==> src/rtl/control_sequencer.sv <==
// Hardwired fetch/decode/execute sequencer for a single-bus datapath: one state per cycle, Moore strobes.
// Stalls in T1, ld-T6 and st-T7 until mem_ready; a stall reaching MAX_WAIT cycles drops into FAULT.
module control_sequencer #(
   parameter int OPW      = 5,
   parameter int ALUW     = 5,
   parameter int MAX_WAIT = 8,
   parameter int CNTW     = 16
) (
   input  logic            clock,
   input  logic            clear,
   input  logic [OPW-1:0]  ir_opcode,
   input  logic            con_ff,
   input  logic            mem_ready,
   input  logic            stop,
   output logic [20:0]     ctrl_bus,
   output logic [ALUW-1:0] alu_control,
   output logic [3:0]      state,
   output logic            run,
   output logic            fault,
   output logic [CNTW-1:0] instr_count
);

   typedef enum logic [3:0] {
      S_RESET = 4'd0,
      S_T0    = 4'd1,
      S_T1    = 4'd2,
      S_T2    = 4'd3,
      S_T3    = 4'd4,
      S_T4    = 4'd5,
      S_T5    = 4'd6,
      S_T6    = 4'd7,
      S_T7    = 4'd8,
      S_HALT  = 4'd9,
      S_FAULT = 4'd10
   } state_t;

   localparam int B_PCOUT  = 0;
   localparam int B_INCPC  = 1;
   localparam int B_PCIN   = 2;
   localparam int B_MARIN  = 3;
   localparam int B_MDRIN  = 4;
   localparam int B_MDROUT = 5;
   localparam int B_IRIN   = 6;
   localparam int B_READ   = 7;
   localparam int B_WRITE  = 8;
   localparam int B_RAMEN  = 9;
   localparam int B_GRA    = 10;
   localparam int B_GRB    = 11;
   localparam int B_GRC    = 12;
   localparam int B_RIN    = 13;
   localparam int B_ROUT   = 14;
   localparam int B_BAOUT  = 15;
   localparam int B_COUT   = 16;
   localparam int B_YIN    = 17;
   localparam int B_ZLOIN  = 18;
   localparam int B_ZLOOUT = 19;
   localparam int B_CONIN  = 20;

   localparam logic [OPW-1:0] OP_LD   = OPW'(5'b00000);
   localparam logic [OPW-1:0] OP_LDI  = OPW'(5'b00001);
   localparam logic [OPW-1:0] OP_ST   = OPW'(5'b00010);
   localparam logic [OPW-1:0] OP_ADD  = OPW'(5'b00011);
   localparam logic [OPW-1:0] OP_SUB  = OPW'(5'b00100);
   localparam logic [OPW-1:0] OP_AND  = OPW'(5'b00101);
   localparam logic [OPW-1:0] OP_OR   = OPW'(5'b00110);
   localparam logic [OPW-1:0] OP_ADDI = OPW'(5'b01100);
   localparam logic [OPW-1:0] OP_BRX  = OPW'(5'b10010);
   localparam logic [OPW-1:0] OP_JR   = OPW'(5'b10011);
   localparam logic [OPW-1:0] OP_NOP  = OPW'(5'b11010);
   localparam logic [OPW-1:0] OP_HALT = OPW'(5'b11011);

   localparam logic [ALUW-1:0] ALU_ADD   = ALUW'(5'b00011);
   localparam logic [7:0]      WAIT_LAST = 8'(MAX_WAIT - 1);

   state_t          state_q, state_d;
   logic [7:0]      wait_q, wait_d;
   logic [CNTW-1:0] instr_count_q, instr_count_d;
   logic            retire;
   logic [20:0]     strobe;

   logic is_ld, is_ldi, is_st, is_addi, is_alu, is_brx, is_jr, is_nop, is_halt;
   logic is_imm;

   always_comb begin
      is_ld   = (ir_opcode == OP_LD);
      is_ldi  = (ir_opcode == OP_LDI);
      is_st   = (ir_opcode == OP_ST);
      is_addi = (ir_opcode == OP_ADDI);
      is_alu  = (ir_opcode == OP_ADD) || (ir_opcode == OP_SUB) ||
                (ir_opcode == OP_AND) || (ir_opcode == OP_OR);
      is_brx  = (ir_opcode == OP_BRX);
      is_jr   = (ir_opcode == OP_JR);
      is_nop  = (ir_opcode == OP_NOP);
      is_halt = (ir_opcode == OP_HALT);
      // ld/ldi/st/addi all form base+offset (or immediate) through BAout in T3/T4
      is_imm  = is_ld || is_ldi || is_st || is_addi;
   end

   always_ff @(posedge clock) begin
      if (clear) begin
         state_q       <= S_RESET;
         wait_q        <= '0;
         instr_count_q <= '0;
      end else begin
         state_q       <= state_d;
         wait_q        <= wait_d;
         instr_count_q <= instr_count_d;
      end
   end

   // wait_d defaults to zero so the counter restarts on every entry to a wait state
   always_comb begin
      state_d = state_q;
      wait_d  = '0;
      retire  = 1'b0;
      case (state_q)
         S_RESET: state_d = S_T0;
         S_T0:    state_d = stop ? S_HALT : S_T1;
         S_T1: begin
            if (mem_ready)                state_d = S_T2;
            else if (wait_q == WAIT_LAST) state_d = S_FAULT;
            else                          wait_d  = wait_q + 8'd1;
         end
         S_T2: state_d = S_T3;
         S_T3: begin
            if (is_imm || is_alu || is_brx) begin
               state_d = S_T4;
            end else if (is_jr || is_nop) begin
               retire  = 1'b1;
               state_d = S_T0;
            end else if (is_halt) begin
               retire  = 1'b1;
               state_d = S_HALT;
            end else begin
               state_d = S_FAULT;
            end
         end
         S_T4: state_d = S_T5;
         S_T5: begin
            if (is_ldi || is_addi || is_alu) begin
               retire  = 1'b1;
               state_d = S_T0;
            end else if (is_ld || is_st || is_brx) begin
               state_d = S_T6;
            end else begin
               state_d = S_FAULT;
            end
         end
         S_T6: begin
            if (is_ld) begin
               if (mem_ready)                state_d = S_T7;
               else if (wait_q == WAIT_LAST) state_d = S_FAULT;
               else                          wait_d  = wait_q + 8'd1;
            end else if (is_st) begin
               state_d = S_T7;
            end else if (is_brx) begin
               retire  = 1'b1;
               state_d = S_T0;
            end else begin
               state_d = S_FAULT;
            end
         end
         S_T7: begin
            if (is_ld) begin
               retire  = 1'b1;
               state_d = S_T0;
            end else if (is_st) begin
               if (mem_ready) begin
                  retire  = 1'b1;
                  state_d = S_T0;
               end else if (wait_q == WAIT_LAST) begin
                  state_d = S_FAULT;
               end else begin
                  wait_d = wait_q + 8'd1;
               end
            end else begin
               state_d = S_FAULT;
            end
         end
         S_HALT:  state_d = S_HALT;
         S_FAULT: state_d = S_FAULT;
         default: state_d = S_FAULT;
      endcase
      instr_count_d = instr_count_q + CNTW'(retire);
   end

   always_comb begin
      strobe      = '0;
      alu_control = '0;
      case (state_q)
         S_T0: begin
            strobe[B_PCOUT] = 1'b1;
            strobe[B_MARIN] = 1'b1;
            strobe[B_INCPC] = 1'b1;
         end
         S_T1: begin
            strobe[B_READ]  = 1'b1;
            strobe[B_RAMEN] = 1'b1;
            strobe[B_MDRIN] = 1'b1;
         end
         S_T2: begin
            strobe[B_MDROUT] = 1'b1;
            strobe[B_IRIN]   = 1'b1;
         end
         S_T3: begin
            if (is_imm) begin
               strobe[B_GRB]   = 1'b1;
               strobe[B_BAOUT] = 1'b1;
               strobe[B_YIN]   = 1'b1;
            end else if (is_alu) begin
               strobe[B_GRB]  = 1'b1;
               strobe[B_ROUT] = 1'b1;
               strobe[B_YIN]  = 1'b1;
            end else if (is_brx) begin
               strobe[B_GRA]   = 1'b1;
               strobe[B_ROUT]  = 1'b1;
               strobe[B_CONIN] = 1'b1;
            end else if (is_jr) begin
               strobe[B_GRA]  = 1'b1;
               strobe[B_ROUT] = 1'b1;
               strobe[B_PCIN] = 1'b1;
            end
         end
         S_T4: begin
            if (is_imm) begin
               strobe[B_COUT]  = 1'b1;
               strobe[B_ZLOIN] = 1'b1;
               alu_control     = ALU_ADD;
            end else if (is_alu) begin
               strobe[B_GRC]   = 1'b1;
               strobe[B_ROUT]  = 1'b1;
               strobe[B_ZLOIN] = 1'b1;
               alu_control     = ALUW'(ir_opcode);
            end else if (is_brx) begin
               strobe[B_PCOUT] = 1'b1;
               strobe[B_YIN]   = 1'b1;
            end
         end
         S_T5: begin
            if (is_ldi || is_addi || is_alu) begin
               strobe[B_ZLOOUT] = 1'b1;
               strobe[B_GRA]    = 1'b1;
               strobe[B_RIN]    = 1'b1;
            end else if (is_ld || is_st) begin
               strobe[B_ZLOOUT] = 1'b1;
               strobe[B_MARIN]  = 1'b1;
            end else if (is_brx) begin
               strobe[B_COUT]  = 1'b1;
               strobe[B_ZLOIN] = 1'b1;
               alu_control     = ALU_ADD;
            end
         end
         S_T6: begin
            if (is_ld) begin
               strobe[B_READ]  = 1'b1;
               strobe[B_RAMEN] = 1'b1;
               strobe[B_MDRIN] = 1'b1;
            end else if (is_st) begin
               strobe[B_GRA]   = 1'b1;
               strobe[B_ROUT]  = 1'b1;
               strobe[B_MDRIN] = 1'b1;
            end else if (is_brx && con_ff) begin
               strobe[B_ZLOOUT] = 1'b1;
               strobe[B_PCIN]   = 1'b1;
            end
         end
         S_T7: begin
            if (is_ld) begin
               strobe[B_MDROUT] = 1'b1;
               strobe[B_GRA]    = 1'b1;
               strobe[B_RIN]    = 1'b1;
            end else if (is_st) begin
               strobe[B_WRITE] = 1'b1;
               strobe[B_RAMEN] = 1'b1;
            end
         end
         default: ;
      endcase
   end

   assign ctrl_bus    = strobe;
   assign state       = state_q;
   assign run         = (state_q >= S_T0) && (state_q <= S_T7);
   assign fault       = (state_q == S_FAULT);
   assign instr_count = instr_count_q;

endmodule

==> config.mk <==
export PLATFORM = sky130hd
export DESIGN_NAME = control_sequencer
export DESIGN_NICKNAME = d
export VERILOG_FILES = /design/src/rtl/control_sequencer.sv
export SDC_FILE = /design/constraint.sdc
export NUM_CORES = 1
export LEC_CHECK = 0
export ABC_AREA = 1
export ABC_CLOCK_PERIOD_IN_PS = 3520
export CAP_MARGIN = 0
export CORE_ASPECT_RATIO = 1.4
export CORE_MARGIN = 2
export CORE_UTILIZATION = 45
export CTS_CLUSTER_SIZE = 40
export DETAILED_ROUTE_END_ITERATION = 10
export DONT_BUFFER_PORTS = 1
export HOLD_SLACK_MARGIN = 0.05
export PLACE_DENSITY = 0.59
export SKIP_LAST_GASP = 1
export SYNTH_ARGS = -nofsm -noshare
export SYNTH_HDL_FRONTEND = slang
export SYNTH_SLANG_ARGS = --single-unit
==> constraint.sdc <==
create_clock -name clock -period 3.52 [get_ports clock]
set_clock_uncertainty 0.15 [all_clocks]
set_input_delay 0.352 -clock clock [delete_from_list [all_inputs] [get_ports clock]]
set_output_delay 0.352 -clock clock [all_outputs]
set_load 0.01 [all_outputs]
==> metrics.md, run 1 <==
| Metric | Value |
|---|---|
| Min-delay src | `clear` |
| Min-delay worst type | `in -> reg` |
| Met2 WL post-DR | `2800 um` |
| Worst-path maximum fanout | `7` |
| Synthesized instance count | `322` |
| WHS Path Cells | `2` |
| RSZ-0062 raised after global routing | `no` |
| Cts bufs inserted | `3` |
| Worst r2r src | `state[2]` |
| Pwr Total | `850 uW` |
| Buf/Inv on CP | `3` |
| DRT Pass-1 Iters | `4` |
| Netlist Area Pre-Place | `2030 um2` |
| Final Hold Viols | `0` |
| Top FF cell, synth | `dfxtp_1` |
| Commonest non-fill, non-tap cells in the layout | `nand2_1, nor2_1, inv_1, dfxtp_1, nand3_1` |
| Distinct cells, synth | `40` |
| Worst reg2reg endpoint | `instr_count[12]` |
| Top-area cell type share of the netlist area | `27.6%` |
| Crit path max-delay cell type | `dfxtp_1` |
| Initial Util | `47.5%` |
| Diodes inserted | `0` |
| CP required | `3.55 ns` |
| Status | `finished, final reports clean` |
| Post-DP HPWL | `about 4200 um` |
| Routed WL | `between 5000 and 6000 um` |
| Commonest non-fill, non-tap cell in the layout | `nand2_1` |
| Hold_buf cts | `1` |
| Area leader, netlist | `dfxtp_1` |
| CTS resizes | `0` |
| Core area | `4270 um2` |
| Setup slack, reg-to-reg | `0.54 ns` |
| Largest net degree at the start of global routing | `15` |
| TritonCTS clock tree | `done` |
| Share of layout cells above drive strength 1 | `between 10% and 20%` |
| Min Tclk post-route | `2.98 ns` |
| Register area share after synthesis | `27.6%` |
| Worst skew pair latency | `0.27 ns` |
| 1st-iter DRT viols | `123` |
| Final net count | `339` |
| Final setup viols | `0` |
| Postcts setup bufs | `0` |
| Worst-path clk slew | `approximately 0.09 ns` |
| Initial antenna violation count | `0` |
| Yosys warning count | `0` |
| Average wire per standard cell | `13.6 um` |
| Crit Path Category | `reg -> reg` |
| Synth Area per Inst | `6.30 um2` |
| Synthesis-to-finish area growth | `5.49%` |
| Max H-tree Level | `1` |
| Area contributors post-synth | `dfxtp_1, nand2_1, nor2_1` |
| CP endpoint kind | `flop` |
| PortBufs | `0` |
| Die footprint | `5070 um2` |
| Final Cycle Share | `84.7%` |
| Crit path max-delay family | `simple AND/OR/NAND/NOR gates` |
| Final RePlAce weighted congestion | `0.974` |
| R2R cell count | `18` |
| Site Rows | `28` |
| Total gr overflow | `0` |
| P_leak | `0.000977 uW` |
| Fmax | `0.335 GHz` |
| Remaining antenna violation count | `0` |
| WHS Endpoint | `instr_count[11]` |
| Worst-path cell chain | `inv_1, nand3_2, inv_2, nand2_2, inv_1, a21oi_1, o211ai_1, ha_1, ha_1, nand2_1, nor2_1, nand2_1, nor2_1, nand2_1, nor2_2, nand2_1, nand2_1, nor2_1` |
| CTS root buffer | `clkbuf_8` |
| Pwr dens | `397 nW/um2` |
| DR top layer | `met4` |
| Routed vias/inst | `5.20` |
| Final-report max-slew violation count | `0` |
| Via count | `1998` |
| Fin Setup TNS | `0 ns` |
| Die height | `83.4 um` |
| Ys async rst share | `0%` |
| CP startpoint kind | `flop` |
| I/O pins | `58` |
| Post-synth EDFFs | `0` |
| Residual DRC | `0` |
| Worst Hold Margin | `0.0764 ns` |
| Max-cap viol count | `0` |
| GR Util All Layers | `20.9%` |
| M1 wire length | `2070 um` |
| Fin util | `50.1%` |
| Flops & latches, synth | `28` |
| Clock tree buffer depth | `2` |
| Slowest Stage Delay on Critical Path | `about 0.45 ns` |
| Vias in the first global route | `1847` |
| Clock sinks | `28` |
| First-pass GRT wire length | `8280 um` |
| Peak VDD IR | `0.000227 V` |
| CP arrival | `3.01 ns` |
| Chip Width | `60.7 um` |
| Crit path top cell by count | `nand2_1` |
| Met3 WL | `between 200 and 250 um` |
## registers in the layout, summed over array words and instances (netlist names)
| signal | cells |
|---|---|
| state | 4 |
| wait_q | 8 |
| instr_count | 16 |
## worst register-to-register path: stages (launching register included)
cell and delay, ns:
dfxtp_1 0.45, inv_1 0.19, nand3_2 0.17, inv_2 0.11
nand2_2 0.08, inv_1 0.15, a21oi_1 0.11, o211ai_1 0.11
ha_1 0.20, ha_1 0.17, nand2_1 0.07, nor2_1 0.24
nand2_1 0.10, nor2_1 0.14, nand2_1 0.11, nor2_2 0.17
nand2_1 0.07, nand2_1 0.06, nor2_1 0.05
## cells by family after synthesis
kind of cell	after synthesis	synth area share, %
simple gates	188	44.8
fa+ha+maj	3	1.85
other cells	1	0.185
flops	28	27.6
compound gates	39	11.5
xor+xnor	8	3.45
buf+inv	55	10.6
## per-stage QoR
step	worst slack, ns	instances	cell area [um2]
2_1_floorplan	0.971	323	2030
3_3_place_gp	0.664	380	2090
3_5_place_dp	0.560	380	2090
4_1_cts	0.543	384	2140
5_1_grt	0.180	384	2140
6_report	0.538	384	2140
## synth_stat cells, types with 4 or more instances
library cell  instances
nand2_1              73
nor2_1               50
inv_1                42
dfxtp_1              28
nand3_1              25
a21oi_1              15
nor3_1               10
o21ai_0              10
nor2_2                9
inv_2                 8
xor2_1                6
nand3_2               4
## cell type report
| type | count | area (um2) |
|---|---|---|
| clock buffers | 3 | 41.3 |
| fillers | 490 | 2130 |
| inverters | 52 | 196 |
| multi-input cells | 240 | 1260 |
| flip-flops and latches | 28 | 561 |
| well taps | 60 | 75.1 |
| repair buffers | 1 | 10.0 |
## metal layers
layer,vias to the layer above,GRT usage [%]
li1,1026,-
met1,896,24.3
met2,62,37.6
met3,14,1.71
met4,0,7.91
met5,-,0
## how the worst max path moves through the flow
stage | startpoint | endpoint | cells past startpoint
6_report | state[2] | instr_count[12] | 18
5_1_grt | state[0] | instr_count[12] | 18
3_5_place_dp | state[0] | instr_count[12] | 18
3_3_place_gp | state[0] | instr_count[12] | 18
2_1_floorplan | state[0] | instr_count[12] | 18
4_1_cts | state[0] | instr_count[12] | 18
## power breakdown
group,leakage (uW),switching (uW),internal (uW),total [uW]
logic,0.000730,208,91.5,299
registers,0.000226,43.7,333,377
clock network,0.0000216,97.0,76.9,174
(Power assumes the default switching activity.)
==> inputs of run 2 (changes only) <==
- ABC_CLOCK_PERIOD_IN_PS: 3520 -> 2600
- PLACE_DENSITY: 0.59 -> 0.61
- clock period: 3.52 -> 2.6 ns (I/O delays scaled with it)
==> metrics.md, run 2 (synthesis gave the netlist of run 1 again) <==
| Metric | Value |
|---|---|
| Min Tclk post-route | `2.39 ns (was 2.98 ns)` |
| Clock tree buffer depth | `2 (unchanged)` |
| Clock sinks | `28 (unchanged)` |
| Routed WL | `5430 um (was 5240 um)` |
| First-pass GRT wire length | `8510 um (was 8280 um)` |
| Final net count | `354 (was 339)` |
| CP endpoint kind | `flop (unchanged)` |
| Initial antenna violation count | `0 (unchanged)` |
| CTS root buffer | `clkbuf_8 (unchanged)` |
| Fin Setup TNS | `0 ns (unchanged)` |
| Cts bufs inserted | `3 (unchanged)` |
| Slew HR | `62.8%` |
| I/O pins | `58 (unchanged)` |
| Status | `finished, final reports clean (unchanged)` |
| Average wire per standard cell | `13.6 um (about the same)` |
| DRT Pass-1 Iters | `4 (unchanged)` |
| Core area | `4270 um2 (unchanged)` |
| Residual DRC | `0 (unchanged)` |
| Chip Width | `60.7 um (unchanged)` |
| Die height | `83.4 um (unchanged)` |
| Total gr overflow | `0 (unchanged)` |
| Vias in the first global route | `1928 (was 1847)` |
| Share of layout cells above drive strength 1 | `17.7% (was 11.4%)` |
| Largest net degree at the start of global routing | `15 (unchanged)` |
| Post-DP HPWL | `4410 um (was 4230 um)` |
| Worst-path clk slew | `0.09 ns (about the same)` |
| Area post-placement | `2200 um2 (was 2090 um2)` |
| CP startpoint kind | `flop (unchanged)` |
| TritonCTS clock tree | `done (unchanged)` |
| Diodes inserted | `0 (unchanged)` |
| Synthesis-to-finish area growth | `13.1% (was 5.49%)` |
| Die footprint | `5070 um2 (unchanged)` |
| Worst skew pair latency | `0.27 ns (about the same)` |
| Commonest non-fill, non-tap cell in the layout | `nand2_1 (unchanged)` |
| Worst-Margin Slew | `0.557 ns` |
| Min-delay worst type | `in -> reg (unchanged)` |
| Routed vias/inst | `5.16 (was 5.20)` |
| Final-report max-slew violation count | `0 (unchanged)` |
| Fmax | `0.418 GHz (was 0.335 GHz)` |
| Max-cap viol count | `0 (unchanged)` |
| Final Cell Area | `2290 um2 (was 2140 um2)` |
| Pwr dens | `533 nW/um2 (was 397 nW/um2)` |
| GR Util All Layers | `21.5% (was 20.9%)` |
| PortBufs | `0 (unchanged)` |
| Largest register FFs | `16 (unchanged)` |
| Site Rows | `28 (unchanged)` |
| Crit Path Category | `reg -> reg (unchanged)` |
| Commonest non-fill, non-tap cells in the layout | `nand2_1, nor2_1, inv_1, dfxtp_1, nand3_1 (unchanged)` |
| Max H-tree Level | `1 (unchanged)` |
| Via count | `2060 (was 1998)` |
| Peak VDD IR | `0.000281 V (was 0.000227 V)` |
| Number of fill cells | `473 (was 490)` |
| Final Hold Viols | `0 (unchanged)` |
| CP arrival | `2.44 ns (was 3.01 ns)` |
| Final setup viols | `0 (unchanged)` |
| RSZ-0062 raised after global routing | `no (unchanged)` |
| Worst-path maximum fanout | `5 (was 7)` |
| Initial Util | `47.5% (unchanged)` |
| 1st-iter DRT viols | `166 (was 123)` |
| Remaining antenna violation count | `0 (unchanged)` |
| Final RePlAce weighted congestion | `0.913 (was 0.974)` |
| P_leak | `0.00105 uW (was 0.000977 uW)` |
| CP required | `2.65 ns (was 3.55 ns)` |
| Final Cycle Share | `92.0% (was 84.7%)` |
## run 2: routing by layer
| metal | share of wire, % | track usage (%) | wire (um) | up-vias |
|---|---|---|---|---|
| met2 | 52 | 38.4 | 2800 | 60 |
| met5 | 0 | 0 | 0 | - |
| li1 | - | - | - | 1066 |
| met1 | 42 | 25.4 | 2280 | 922 |
| met3 | 3.8 | 1.71 | 204 | 12 |
| met4 | 2.7 | 7.91 | 148 | 0 |
## run 2: power by group
part	internal [uW]	switching (uW)	leakage, uW
combinational	172	326	0.000803
sequential	457	39.3	0.000227
clock	104	125	0.0000216
total	733	491	0.00105
## run 2: cell type report
type,count,area (um2),share of cell area [%]
Tap cell,60,75.1,3.27
Clock buffer,3,41.3,1.80
Inverter,52,196,8.56
Multi-Input combinational cell,240,1290,56.3
Timing Repair Buffer,16,123,5.34
Sequential cell,28,568,24.8
## run 2: final timing paths
path | start | endpoint | slack, ns | depth (start not counted)
worst min register to register | wait_q[0] | wait_q[0] | 0.32 | 1
worst min-delay path | clear | state[3] | 0.15 | 3
worst max-delay path | state[2] | instr_count[14] | 0.21 | 17
worst max register to register | state[2] | instr_count[14] | 0.21 | 17
## run 2: repair_timing
action | 4_1_cts | 5_1_grt
hold buffers | 1 | 0
setup endpoints to repair | 0 | 5
endpoints found under the hold margin | 14 | 0
buffers inserted | 0 | 0
gates resized for setup | 0 | 14
## run 2: worst max-delay path, cell delays in order, from the launching register on
cell and delay (ns):
dfxtp_1 0.38, inv_1 0.11, nand3_2 0.10, inv_2 0.08, nand2_2 0.07, inv_1 0.08, a21oi_1 0.07, o211ai_1 0.10
ha_2 0.21, ha_1 0.16, nand2_1 0.08, nor2_2 0.11, nand2_1 0.07, nor2_2 0.11, nand2_2 0.09, nor2_4 0.12
nand3_1 0.08, a21oi_1 0.13
## run 2: metrics by stage
stage | power [uW] | setup WS (ns) | utilization [%] | cells | hold slack, ns
after floorplan | 835 | 0.0512 | - | 323 | 0.186
after global placement | 980 | 0.127 | 51.5 | 395 | 0.183
after detailed placement | 982 | 0.0832 | 51.5 | 395 | 0.185
after CTS | 1220 | 0.0431 | 52.7 | 399 | 0.142
after global routing | 1300 | 0.0141 | 53.7 | 399 | 0.184
final | 1220 | 0.207 | 53.7 | 399 | 0.154
==> inputs of run 3 (changes only) <==
--- a/config.mk
+++ b/config.mk
@@ -18,2 +18,3 @@
 export PLACE_DENSITY = 0.61
+export RECOVER_POWER = 25
 export SKIP_LAST_GASP = 1
==> constraint.sdc (replaced) <==
create_clock -name clock -period 2.6 [get_ports clock]
set_clock_uncertainty 0.15 [all_clocks]
set_input_delay 0.39 -clock clock [delete_from_list [all_inputs] [get_ports clock]]
set_output_delay 0.39 -clock clock [all_outputs]
set_load 0.01 [all_outputs]
==> metrics.md, run 3 (synthesis gave the netlist of run 1 again) <==
| Metric | Value |
|---|---|
| Flop pwr share | `38.8% (was 40.6%)` |
| Worst-path clk slew | `0.09 ns (about the same)` |
| M3 GR Usage | `2.80% (was 1.71%)` |
| CP startpoint kind | `flop (unchanged)` |
| Fmax | `0.403 GHz (was 0.418 GHz)` |
| Diodes inserted | `0 (unchanged)` |
| Setup slack, reg-to-reg | `0.18 ns (was 0.21 ns)` |
| 1st-iter DRT viols | `149 (was 166)` |
| Min-delay worst type | `in -> reg (unchanged)` |
| Commonest non-fill, non-tap cells in the layout | `nand2_1, nor2_1, inv_1, nand3_1, dfxtp_1 (was nand2_1, nor2_1, inv_1, dfxtp_1, nand3_1)` |
| Final Cycle Share | `95.5% (was 92.0%)` |
| Min-delay src | `clear (unchanged)` |
| Final setup viols | `0 (unchanged)` |
| Switching Power | `525 uW (was 491 uW)` |
| Crit Path Category | `reg -> out (was reg -> reg)` |
| Crit path max-delay family | `simple AND/OR/NAND/NOR gates (unchanged)` |
| Peak VDD IR | `0.000339 V (was 0.000281 V)` |
| Largest net degree at the start of global routing | `15 (unchanged)` |
| Die footprint | `5070 um2 (unchanged)` |
| DRT Pass-1 Iters | `4 (unchanged)` |
| Final RePlAce weighted congestion | `0.970 (was 0.913)` |
| Crit path top cell by count | `inv_1` |
| Worst Hold Margin | `0.109 ns (was 0.154 ns)` |
| Initial antenna violation count | `0 (unchanged)` |
| Initial Util | `47.5% (unchanged)` |
| Residual DRC | `0 (unchanged)` |
| Clock sinks | `28 (unchanged)` |
| Clock tree buffer depth | `2 (unchanged)` |
| Routed vias/inst | `5.21 (was 5.16)` |
| Worst reg2reg endpoint | `instr_count[14] (unchanged)` |
| Vias in the first global route | `1907 (was 1928)` |
| First-pass GRT wire length | `8580 um (was 8510 um)` |
| Clk pwr share | `17.8% (was 18.7%)` |
| WHS Path Cells | `2 (was 3)` |
| Pre-CTS setup slack | `0.0194 ns (was 0.0832 ns)` |
| CP required | `2.06 ns (was 2.65 ns)` |
| CTS root buffer | `clkbuf_8 (unchanged)` |
| Total gr overflow | `0 (unchanged)` |
| Met1 Usage GRT | `24.5% (was 25.4%)` |
| Via count | `2125 (was 2060)` |
| Final-report max-slew violation count | `0 (unchanged)` |
| CP arrival | `1.94 ns (was 2.44 ns)` |
| Routed WL | `5550 um (was 5430 um)` |
| Site Rows | `28 (unchanged)` |
| Pwr dens | `537 nW/um2 (was 533 nW/um2)` |
| Max-cap viol count | `0 (unchanged)` |
| TritonCTS clock tree | `done (unchanged)` |
| Share of layout cells above drive strength 1 | `22.7% (was 17.7%)` |
| Worst-path maximum fanout | `6 (was 5)` |
| Worst r2r src | `state[1] (was state[2])` |
| Post-DP HPWL | `4360 um (was 4410 um)` |
| Core area | `4270 um2 (unchanged)` |
| Min Tclk post-route | `2.48 ns (was 2.39 ns)` |
| Fin util | `56.5% (was 53.7%)` |
| Met2 usage | `38.3% (was 38.4%)` |
| Chip Width | `60.7 um (unchanged)` |
| Cts bufs inserted | `3 (unchanged)` |
| PnR worst setup slack | `0.117 ns (was 0.207 ns)` |
| Largest register FFs | `16 (unchanged)` |
| Final Hold Viols | `0 (unchanged)` |
| Status | `finished, final reports clean (unchanged)` |
| Slowest Stage Delay on Critical Path | `0.38 ns (about the same)` |
| Commonest non-fill, non-tap cell in the layout | `nand2_1 (unchanged)` |
| R2R cell count | `17 (unchanged)` |
| Remaining antenna violation count | `0 (unchanged)` |
| I/O pins | `58 (unchanged)` |
| Die height | `83.4 um (unchanged)` |
| Synthesis-to-finish area growth | `19.1% (was 13.1%)` |
| Worst skew pair latency | `0.27 ns (about the same)` |
| Final net count | `363 (was 354)` |
| Max H-tree Level | `1 (unchanged)` |
| Number of fill cells | `473 (unchanged)` |
| GR Util All Layers | `21.7% (was 21.5%)` |
| P_leak | `0.00111 uW (was 0.00105 uW)` |
| Buf/Inv on CP | `4 (was 3)` |
| Pwr Total | `1300 uW (was 1220 uW)` |
| Crit path max-delay cell type | `dfxtp_4 (was dfxtp_1)` |
| Worst-path cell chain | `buf_6, inv_1, nand2_2, nor2_4, buf_4, inv_1, nor2_1, o21bai_2, nor2_2, a21oi_1 (was inv_1, nand3_2, inv_2, nand2_2, inv_1, a21oi_1, o211ai_1, ha_2, ha_1, nand2_1, nor2_2, nand2_1, nor2_2, nand2_2, nor2_4, nand3_1, a21oi_1)` |
| Average wire per standard cell | `13.6 um (about the same)` |
| Combinational share of power | `43.4% (was 40.7%)` |
| WHS Endpoint | `instr_count[7] (was state[3])` |
| Int Power | `772 uW (was 733 uW)` |
| Net Sw Frac | `40.5% (was 40.1%)` |
| PortBufs | `0 (unchanged)` |
| CP endpoint kind | `primary output (was flop)` |
| GRT busiest layer | `met2 (unchanged)` |
[run 3: metrics by stage]
step           cell area [um2]  cells  setup TNS (ns)
2_1_floorplan             2030    323               0
3_3_place_gp              2210    396               0
3_5_place_dp              2210    396               0
4_1_cts                   2260    400               0
5_1_grt                   2410    408         -0.0676
6_report                  2410    408               0
[run 3: repair_timing]
action	CTS	global route
gates resized for setup	0	31
setup endpoints to repair	0	9
setup buffers	0	8
hold buffers	1	0
hold endpoints to repair	11	0
[run 3: worst max path at each step]
stage / start / endpoint / slack [ns] / cells past startpoint
floorplan: state[0] / instr_count[12] / 0.05 / 18
global placement: ir_opcode[3] / instr_count[14] / 0.08 / 18
detailed placement: state[1] / instr_count[14] / 0.02 / 17
CTS: state[1] / instr_count[14] / 0.003 / 17
global route: state[1] / instr_count[12] / -0.04 / 18
finish: state[0] / alu_control[0] / 0.12 / 10
[run 3: routing by layer]
metal  vias to the layer above  share of wire (%)
met1                       966                 39
li1                       1077                  -
met5                         -                  0
met3                        12                5.4
met4                         0                2.7
met2                        70                 53
[run 3: layout make-up]
type / count / area, um2 / share of cell area [%]
Inverter: 52 / 201 / 8.34
Timing Repair Buffer: 25 / 194 / 8.03
Clock buffer: 3 / 41.3 / 1.71
Tap cell: 60 / 75.1 / 3.11
Multi-Input combinational cell: 240 / 1330 / 55.1
Sequential cell: 28 / 573 / 23.7
[run 3: power groups by stage]
| stage | Sequential (uW) | Combinational (uW) | Clock, uW |
|---|---|---|---|
| final | 503 | 563 | 231 |
| after global routing | 508 | 614 | 253 |
| after CTS | 491 | 479 | 240 |
| after detailed placement | 500 | 473 | 0 |
| after global placement | 499 | 471 | 0 |
| after floorplan | 508 | 327 | 0 |
